--- config.mk ---
export PLATFORM = sky130hd
export DESIGN_NAME = booth_mul_seq
export DESIGN_NICKNAME = d
export VERILOG_FILES = /design/src/rtl/mul_pkg.sv /design/src/rtl/booth_pp_sel.sv /design/src/rtl/booth_mul_seq.sv
export SDC_FILE = /design/constraint.sdc
export NUM_CORES = 1
export LEC_CHECK = 0
export ABC_AREA = 1
export CELL_PAD_IN_SITES_DETAIL_PLACEMENT = 0
export CELL_PAD_IN_SITES_GLOBAL_PLACEMENT = 1
export CORE_MARGIN = 8
export CORE_UTILIZATION = 41
export DETAILED_ROUTE_END_ITERATION = 10
export HOLD_SLACK_MARGIN = 0.03
export PLACE_DENSITY = 0.81
export SLEW_MARGIN = 25
export SYNTH_ARGS = -nofsm -noshare
export SYNTH_HDL_FRONTEND = slang
export SYNTH_HIERARCHICAL = 1
export SYNTH_SLANG_ARGS = --single-unit
--- constraint.sdc ---
create_clock -name clk -period 5.7 [get_ports clk]
set_input_delay 0.855 -clock clk [delete_from_list [all_inputs] [get_ports clk]]
set_output_delay 0.855 -clock clk [all_outputs]
set_load 0.01 [all_outputs]
--- src/rtl/mul_pkg.sv ---
// Shared types and constants for the sequential radix-4 Booth multiplier.
package mul_pkg;

   localparam int MUL_WIDTH = 32;
   localparam int MUL_N     = MUL_WIDTH / 2;
   localparam int MUL_CNT_W = $clog2(MUL_N);

   typedef enum logic [1:0] {
      IDLE = 2'd0,
      RUN  = 2'd1,
      DONE = 2'd2
   } state_e;

   typedef enum logic [2:0] {
      BOOTH_ZERO = 3'd0,
      BOOTH_P1   = 3'd1,
      BOOTH_P2   = 3'd2,
      BOOTH_M2   = 3'd3,
      BOOTH_M1   = 3'd4
   } booth_e;

   function automatic booth_e booth_decode(input logic [2:0] triplet);
      booth_e op;
      case (triplet)
         3'b001, 3'b010: op = BOOTH_P1;
         3'b011:         op = BOOTH_P2;
         3'b100:         op = BOOTH_M2;
         3'b101, 3'b110: op = BOOTH_M1;
         default:        op = BOOTH_ZERO;
      endcase
      return op;
   endfunction

endpackage

--- src/rtl/booth_pp_sel.sv ---
// Combinational Booth partial-product selector: 0, +/-M or +/-2M in WIDTH+2 bits.
module booth_pp_sel
   import mul_pkg::*;
#(
   parameter int WIDTH = MUL_WIDTH
) (
   input  logic        [2:0]       triplet,
   input  logic        [WIDTH-1:0] m,
   output logic signed [WIDTH+1:0] pp
);

   logic signed [WIDTH+1:0] m1;
   logic signed [WIDTH+1:0] m2;

   // Two guard bits keep -M and -2M exact even for the most negative M.
   assign m1 = {{2{m[WIDTH-1]}}, m};
   assign m2 = {m[WIDTH-1], m, 1'b0};

   always_comb begin
      pp = '0;
      case (booth_decode(triplet))
         BOOTH_P1: pp = m1;
         BOOTH_P2: pp = m2;
         BOOTH_M2: pp = -m2;
         BOOTH_M1: pp = -m1;
         default:  pp = '0;
      endcase
   end

endmodule

--- src/rtl/booth_mul_seq.sv ---
// Iterative radix-4 Booth signed multiplier: one partial product per clock,
// WIDTH/2 steps, start/busy/done handshake, result held in hi/lo.
module booth_mul_seq
   import mul_pkg::*;
#(
   parameter int WIDTH = MUL_WIDTH
) (
   input  logic             clk,
   input  logic             reset,
   input  logic             start,
   input  logic [WIDTH-1:0] a,
   input  logic [WIDTH-1:0] b,
   output logic             busy,
   output logic             done,
   output logic [WIDTH-1:0] hi,
   output logic [WIDTH-1:0] lo
);

   localparam int N     = WIDTH / 2;
   localparam int CNT_W = $clog2(N);

   state_e                  state, state_next;
   logic [WIDTH-1:0]        q;
   logic [WIDTH-1:0]        m;
   logic [2*WIDTH-1:0]      acc;
   logic [CNT_W-1:0]        k;
   logic [WIDTH:0]          q_ext;
   logic [2:0]              triplet;
   logic signed [WIDTH+1:0] pp;
   logic [2*WIDTH-1:0]      pp_ext;
   logic [2*WIDTH-1:0]      acc_next;
   logic                    last;
   logic                    accept;

   // Q[-1] = 0 sits at bit 0, so step k reads bits 2k+2..2k of q_ext.
   assign q_ext   = {q, 1'b0};
   assign triplet = q_ext[{k, 1'b0} +: 3];

   booth_pp_sel #(.WIDTH(WIDTH)) u_pp_sel (
      .triplet (triplet),
      .m       (m),
      .pp      (pp)
   );

   assign pp_ext   = {{(WIDTH-2){pp[WIDTH+1]}}, pp};
   assign acc_next = acc + (pp_ext << {k, 1'b0});
   assign last     = (k == CNT_W'(N-1));
   assign accept   = start && (state == IDLE || state == DONE);

   always_ff @(posedge clk) begin
      if (reset) state <= IDLE;
      else       state <= state_next;
   end

   always_comb begin
      state_next = state;
      busy       = 1'b0;
      done       = 1'b0;
      case (state)
         IDLE: if (start) state_next = RUN;
         RUN: begin
            busy = 1'b1;
            if (last) state_next = DONE;
         end
         DONE: begin
            done       = 1'b1;
            state_next = start ? RUN : IDLE;
         end
         default: state_next = IDLE;
      endcase
   end

   always_ff @(posedge clk) begin
      if (reset) begin
         q   <= '0;
         m   <= '0;
         acc <= '0;
         k   <= '0;
         hi  <= '0;
         lo  <= '0;
      end else if (accept) begin
         q   <= a;
         m   <= b;
         acc <= '0;
         k   <= '0;
      end else if (state == RUN) begin
         acc <= acc_next;
         k   <= k + 1'b1;
         if (last) {hi, lo} <= acc_next;
      end
   end

endmodule

==> impl_metrics.py, run 1 <==
metrics = {
    "yosys": {
        "ys_ff_latch": 198,
        "ys_seq_area_share_pct": 23.0,
        "yosys-top-cells-area": "nand2_1, dfxtp_1, inv_1",
        "yosysUniqueCellTypes": 46,
        "syn-cell-area_mm2": 0.0172,
        "ys.flop_type": "dfxtp_1",
        "syn_nets": 3264,
        "synth_warnings": 6,
        "synth_top_area_share_pct": 23.1,
        "syn_area_per_cell_um2": 5.50,
        "synth_common_cells": "nand2_1, inv_1, nor2_1",
        "yosysMostFrequentCell": "nand2_1",
        "async_reset_ff_share_pct": 0,
        "synth_cells": 3131,
        "yosys.area.top_type": "nand2_1",
        "synth_edf_count": 0,
    },
    "routing": {
        "wire_per_inst_um": 17.6,
        "first_pass_iters": 7,
        "totalWireLength_mm": 66.4,
        "ant_nets": 0,
        "vias_per_cell": 5.08,
        "drc_errors": 0,
        "dr_total_vias": 19144,
        "drt_iter0_markers": 1529,
    },
    "critical_path": {
        "slowest_stage": "ha_1",
        "critPathKind": "reg -> reg",
        "critPathBufInv": 7,
        "crit_path_max_incr_delay_ps": 390,
        "rr_worst_depth": 32,
        "r2r_slack_ps": 380,
        "worstPathRequired_ps": 6130,
        "cp-end-kind": "flip-flop",
        "r2r-end": "acc[32]",
        "cp_max_fo": 17,
        "crit_top_cell": "nand2_1",
        "crit_arrival_ps": 5750,
        "crit_family": "compound AO/OA/AOI/OAI gates",
        "startpoint_type": "flip-flop",
        "reg2reg_from": "k[1]",
    },
    "placed_design": {
        "pre_cts_ws_ps": 100,
        "io_buffers": 132,
        "dp_hpwl_mm": 54.2,
        "dpl-instance-area_mm2": 0.0191,
        "globalplace.congestion": 0.963,
    },
    "timing": {
        "finalMaxSlewViolations": 0,
        "timing.fmax_ghz": 0.188,
        "min_period_ps": 5320,
        "finalSetupViolCount": 0,
        "skew_ps": 17.9,
        "finalCritPeriodShare_pct": 93.3,
        "slew_headroom_pct": 47.5,
        "setup_ws_ps": 383,
        "holdWs_ps": 465,
        "worst_slew_pin_slew_ps": 788,
        "setup-tns-final_ps": 0,
        "hold_viol_final": 0,
    },
    "cts": {
        "numCtsBuffers": 17,
        "clkTransAtPathRegs_ps": 90,
        "insertion_delay_ps": 520,
        "cts_sinks": 198,
        "clock_path_buffers": 2,
        "cts.htree.levels": 4,
        "hold_buffers": 0,
        "cts_resized": 0,
        "cts_tree": "done",
        "cts_setup_buffers": 0,
        "cts.root.buffer_cell": "clkbuf_16",
    },
    "die": {
        "initial_utilization_pct": 41.3,
        "die_y_um": 221,
        "core_mm2": 0.0417,
        "fp-row-count": 75,
        "die_w_um": 221,
        "io_pins": 133,
        "die-area_mm2": 0.0488,
    },
    "finish": {
        "n_antenna_cell": 0,
        "nNetsFinal": 3350,
        "syn_to_final_growth_pct": 15.2,
        "final_area_mm2": 0.0198,
        "final_core_util_pct": 47.6,
        "layout-drive-gt1-share_pct": 6.72,
    },
    "global_route": {
        "antenna_found_initial": 1,
        "grt_max_degree": 100,
        "grt_overflow": 0,
        "track_usage_pct": 26.9,
        "grt_pass1_wl_mm": 103,
        "grt_pass1_vias": 18005,
    },
    "min_path": {
        "hold_start": "lo[28]",
        "hold_path_end": "lo[28]",
        "whs_path_depth": 2,
        "hold_path.class": "reg -> reg",
    },
    "pwr": {
        "intPower_mw": 2.65,
        "seqPwrFrac_pct": 32.0,
        "p_sw_share_pct": 44.1,
        "clock_power_share_pct": 27.6,
        "vdd_drop_max_mv": 0.211,
        "power.density_mw_per_mm2": 239,
        "pwr-share-comb_pct": 40.4,
        "p_leak_nw": 10.1,
        "p_sw_mw": 2.09,
    },
    "run_status": {
        "status": "finished, final reports clean",
    },
    "run": {
        "cap_violations": 0,
    },
}
[cells by family after synthesis]
kind of cell               count (synthesis)  synth area share [%]
adders and majority gates                 66                  4.84
AOI/OAI and AO/OA                        383                  11.7
DFF                                      198                  23.0
xor gates and xnor gates                  37                  1.88
muxes                                      4                 0.233
buffers and inverters                    621                  13.9
and+or+nand+nor                         1822                  44.4
[placed cells by master, fill, tap and decap left out, types with 4 or more instances in the layout]
cell type	synthesis	layout
clkbuf_16	0	17
a21oi_2	1	6
and2_1	4	4
nand3b_1	13	13
inv_8	0	6
inv_1	491	488
clkdlybuf4s50_1	0	131
nand4_1	14	14
xor2_1	32	32
o22ai_1	25	25
o21ai_1	5	20
o21ai_0	208	189
nor2_1	429	425
buf_4	6	46
inv_2	13	12
dfxtp_1	198	197
ha_1	65	64
clkinv_1	2	4
nand3_1	196	195
o21ai_2	3	7
nand2_4	5	6
a21oi_1	126	121
nand3_2	11	11
nor3_1	9	8
mux2i_1	4	4
nor2_4	14	16
nand2_2	29	34
nor2_2	21	23
nand2_1	1060	1054
xnor2_1	5	5
nor3_2	7	8
clkinv_4	0	4
[cell type report]
type,count,area [um^2]
tap,539,674
fill,4639,21800
multi-input combinational,2312,10900
sequential,198,3970
timing repair buffer,182,1730
clock inverter,15,176
clock buffer,17,425
inverter,506,1910
[worst max-delay path by stage]
stage / endpoint / cells past startpoint / from
2_1_floorplan: hi[26] / 33 / k[1]
3_3_place_gp: hi[26] / 32 / k[1]
3_5_place_dp: hi[27] / 32 / k[1]
4_1_cts: hi[27] / 32 / k[1]
5_1_grt: hi[26] / 33 / k[1]
6_report: acc[32] / 32 / k[1]
[power groups by stage]
stage | logic, mW | clock network [mW] | registers, mW
4_1_cts | 1.88 | 1.34 | 1.52
2_1_floorplan | 1.26 | 0 | 1.52
3_3_place_gp | 1.86 | 0 | 1.55
3_5_place_dp | 1.87 | 0 | 1.55
6_report | 1.92 | 1.31 | 1.52
5_1_grt | 2.13 | 1.39 | 1.53
[tightest hold or removal path: stages, from the launching register on]
cell and delay (ps):
dfxtp_1 310, nand2_1 60, a21oi_1 50
[sequential cells by signal (all words and copies together), names as in the netlist]
signal / cells
q: 32
state: 2
k: 4
lo: 32
hi: 32
acc: 64
m: 32
[metrics by stage]
stage / power, mW / cells
4_1_cts: 4.74 / 3769
5_1_grt: 5.05 / 3769
3_5_place_dp: 3.42 / 3737
6_report: 4.74 / 3769
2_1_floorplan: 2.78 / 3131
3_3_place_gp: 3.42 / 3737
[per-layer routing]
| layer | GRT usage [%] | wire, um | vias to the layer above |
|---|---|---|---|
| li1 | - | - | 9820 |
| met1 | 34.9 | 30800 | 8680 |
| met2 | 42.6 | 29000 | 531 |
| met3 | 5.42 | 3920 | 113 |
| met4 | 12.4 | 2750 | 0 |
| met5 | 0 | 0 | - |
(Power assumes the default switching activity.)
==> run 2: changes to the inputs <==
GPL_TIMING_DRIVEN = 0   (was unset)
==> run 2 against run 1 <==
Net effect:
- critical path depth unchanged
- flip-flop and latch count unchanged
- via count rose by 3.7%
- maximum frequency is 3.2% lower
- highest routed layer unchanged
- clock power about the same
- non-clock buffer count rose by 77
- cell count grew 2.1%
- sequential share of layout area decreased by 0.64 points
- first-iteration DRC count is 22% higher
==> impl_metrics.py, run 2 (synthesis results as in run 1) <==
metrics = {
    "pwr": {
        "vdd_drop_max_mv": 0.172,
        "p_leak_nw": 10.3,
        "power.density_mw_per_mm2": 238,
        "clock_power_share_pct": 27.2,
        "pwr-share-comb_pct": 41.8,
        "p_sw_mw": 2.19,
        "intPower_mw": 2.68,
        "p_sw_share_pct": 44.9,
        "power_mw": 4.87,
        "seqPwrFrac_pct": 31.0,
    },
    "run": {
        "cap_violations": 0,
    },
    "global_route": {
        "grt_overflow": 0,
        "grt_pass1_wl_mm": 108,
        "track_usage_pct": 28.7,
        "grt_pass1_vias": 18512,
        "grt_max_degree": 23,
        "antenna_found_initial": 0,
    },
    "min_path": {
        "hold_start": "lo[29]",
        "hold_path.class": "reg -> reg",
    },
    "die": {
        "initial_utilization_pct": 41.3,
        "core_mm2": 0.0417,
        "die-area_mm2": 0.0488,
        "io_pins": 133,
        "die_y_um": 221,
        "die_w_um": 221,
        "fp-row-count": 75,
    },
    "timing": {
        "hold_viol_final": 0,
        "finalMaxSlewViolations": 0,
        "holdWs_ps": 467,
        "timing.fmax_ghz": 0.182,
        "finalCritPeriodShare_pct": 96.4,
        "setup-tns-final_ps": 0,
        "finalSetupViolCount": 0,
        "min_period_ps": 5500,
        "slew_headroom_pct": 29.4,
        "skew_ps": 24.5,
        "worst_slew_pin_slew_ps": 1060,
    },
    "routing": {
        "dr_total_vias": 19858,
        "drt_iter0_markers": 1865,
        "drc_errors": 0,
        "vias_per_cell": 5.16,
        "wl_met1_mm": 33.1,
        "first_pass_iters": 6,
        "totalWireLength_mm": 71.9,
        "top_layer": "met4",
        "wire_per_inst_um": 18.7,
        "wl_met3_mm": 4.52,
        "ant_nets": 0,
        "wl_met2_mm": 31.6,
    },
    "critical_path": {
        "cp-end-kind": "flip-flop",
        "startpoint": "k[1]",
        "crit_top_cell": "nand2_1",
        "critPathKind": "reg -> reg",
        "cp_max_fo": 10,
        "startpoint_type": "flip-flop",
        "worstPathRequired_ps": 6120,
        "crit_arrival_ps": 5910,
        "slowest_stage": "a311o_2",
        "crit_path_max_incr_delay_ps": 440,
        "reg2reg_from": "k[1]",
    },
    "finish": {
        "final_cell_mix": "nand2_1, inv_1, nor2_1",
        "nNetsFinal": 3427,
        "final_core_util_pct": 49.2,
        "layout_commonest_cell": "nand2_1",
        "fill_cells": 4639,
        "regMostFlops": "acc",
        "layout-drive-gt1-share_pct": 9.53,
        "syn_to_final_growth_pct": 19.0,
        "largest_reg_flops": 64,
    },
    "cts": {
        "insertion_delay_ps": 520,
        "clkTransAtPathRegs_ps": 90,
        "cts.htree.levels": 4,
        "clock_path_buffers": 2,
        "hold_buffers": 0,
        "cts_tree": "done",
        "numCtsBuffers": 17,
        "cts.root.buffer_cell": "clkbuf_16",
        "cts_sinks": 198,
    },
    "run_status": {
        "status": "finished, final reports clean",
    },
    "placed_design": {
        "io_buffers": 132,
        "dp_hpwl_mm": 59.9,
        "globalplace.congestion": 0.973,
    },
}
## run 2: timing repair
action / in CTS / in global routing
gates resized for setup: 89 / 154
pin swaps: 5 / 25
endpoints found under the setup margin: 96 / 99
setup buffers: 3 / 9
## run 2: path summary, 6_finish.rpt
kind | end | slack (ps) | depth (start not counted)
worst max-delay path | lo[31] | 200 | 32
worst min-delay path | lo[29] | 470 | 2
worst max register to register | lo[31] | 200 | 32
worst min register to register | lo[29] | 470 | 2
## run 2: layer usage
metal  GRT usage (%)  up-vias
li1                -     9990
met1            38.0     9075
met3            5.00      116
met2            45.9      677
met4            11.3        0
met5               0        -
## run 2: area by class of cell
class                   count  area, um^2  share of cell area (%)
well taps                 539         674                    3.29
inverters                 506        1900                    9.29
multi-input cells        2312       11300                    55.4
clock buffers              17         425                    2.08
clock inverters            15         191                   0.935
diodes                      2        5.00                  0.0244
plain buffers             115         568                    2.77
flip-flops and latches    198        3960                    19.4
repair buffers            144        1410                    6.89
## run 2: through the flow
| step | instance area [um^2] | cells | setup slack [ps] |
|---|---|---|---|
| after floorplan | 17200 | 3131 | 1540 |
| after global placement | 19200 | 3802 | -835 |
| after detailed placement | 19200 | 3802 | -868 |
| after CTS | 20000 | 3837 | -9.42 |
| after global routing | 20500 | 3846 | -39.6 |
| final | 20500 | 3848 | 204 |
## run 2: power groups by stage
stage	clock network [mW]	registers (mW)	logic (mW)
3_3_place_gp	0	1.54	1.84
6_report	1.32	1.51	2.04
2_1_floorplan	0	1.52	1.26
4_1_cts	1.36	1.51	1.90
3_5_place_dp	0	1.54	1.85
5_1_grt	1.40	1.52	2.22
## run 2: critical path, delay by kind of cell (launching register included)
family	cells	cell delay, ps
AND/OR/NAND/NOR	16	1850
AO/OA/AOI/OAI	7	1540
buffers and inverters	7	1100
XOR/XNOR	1	210
flip-flops	1	340
adder cells (fa/ha/maj)	1	330
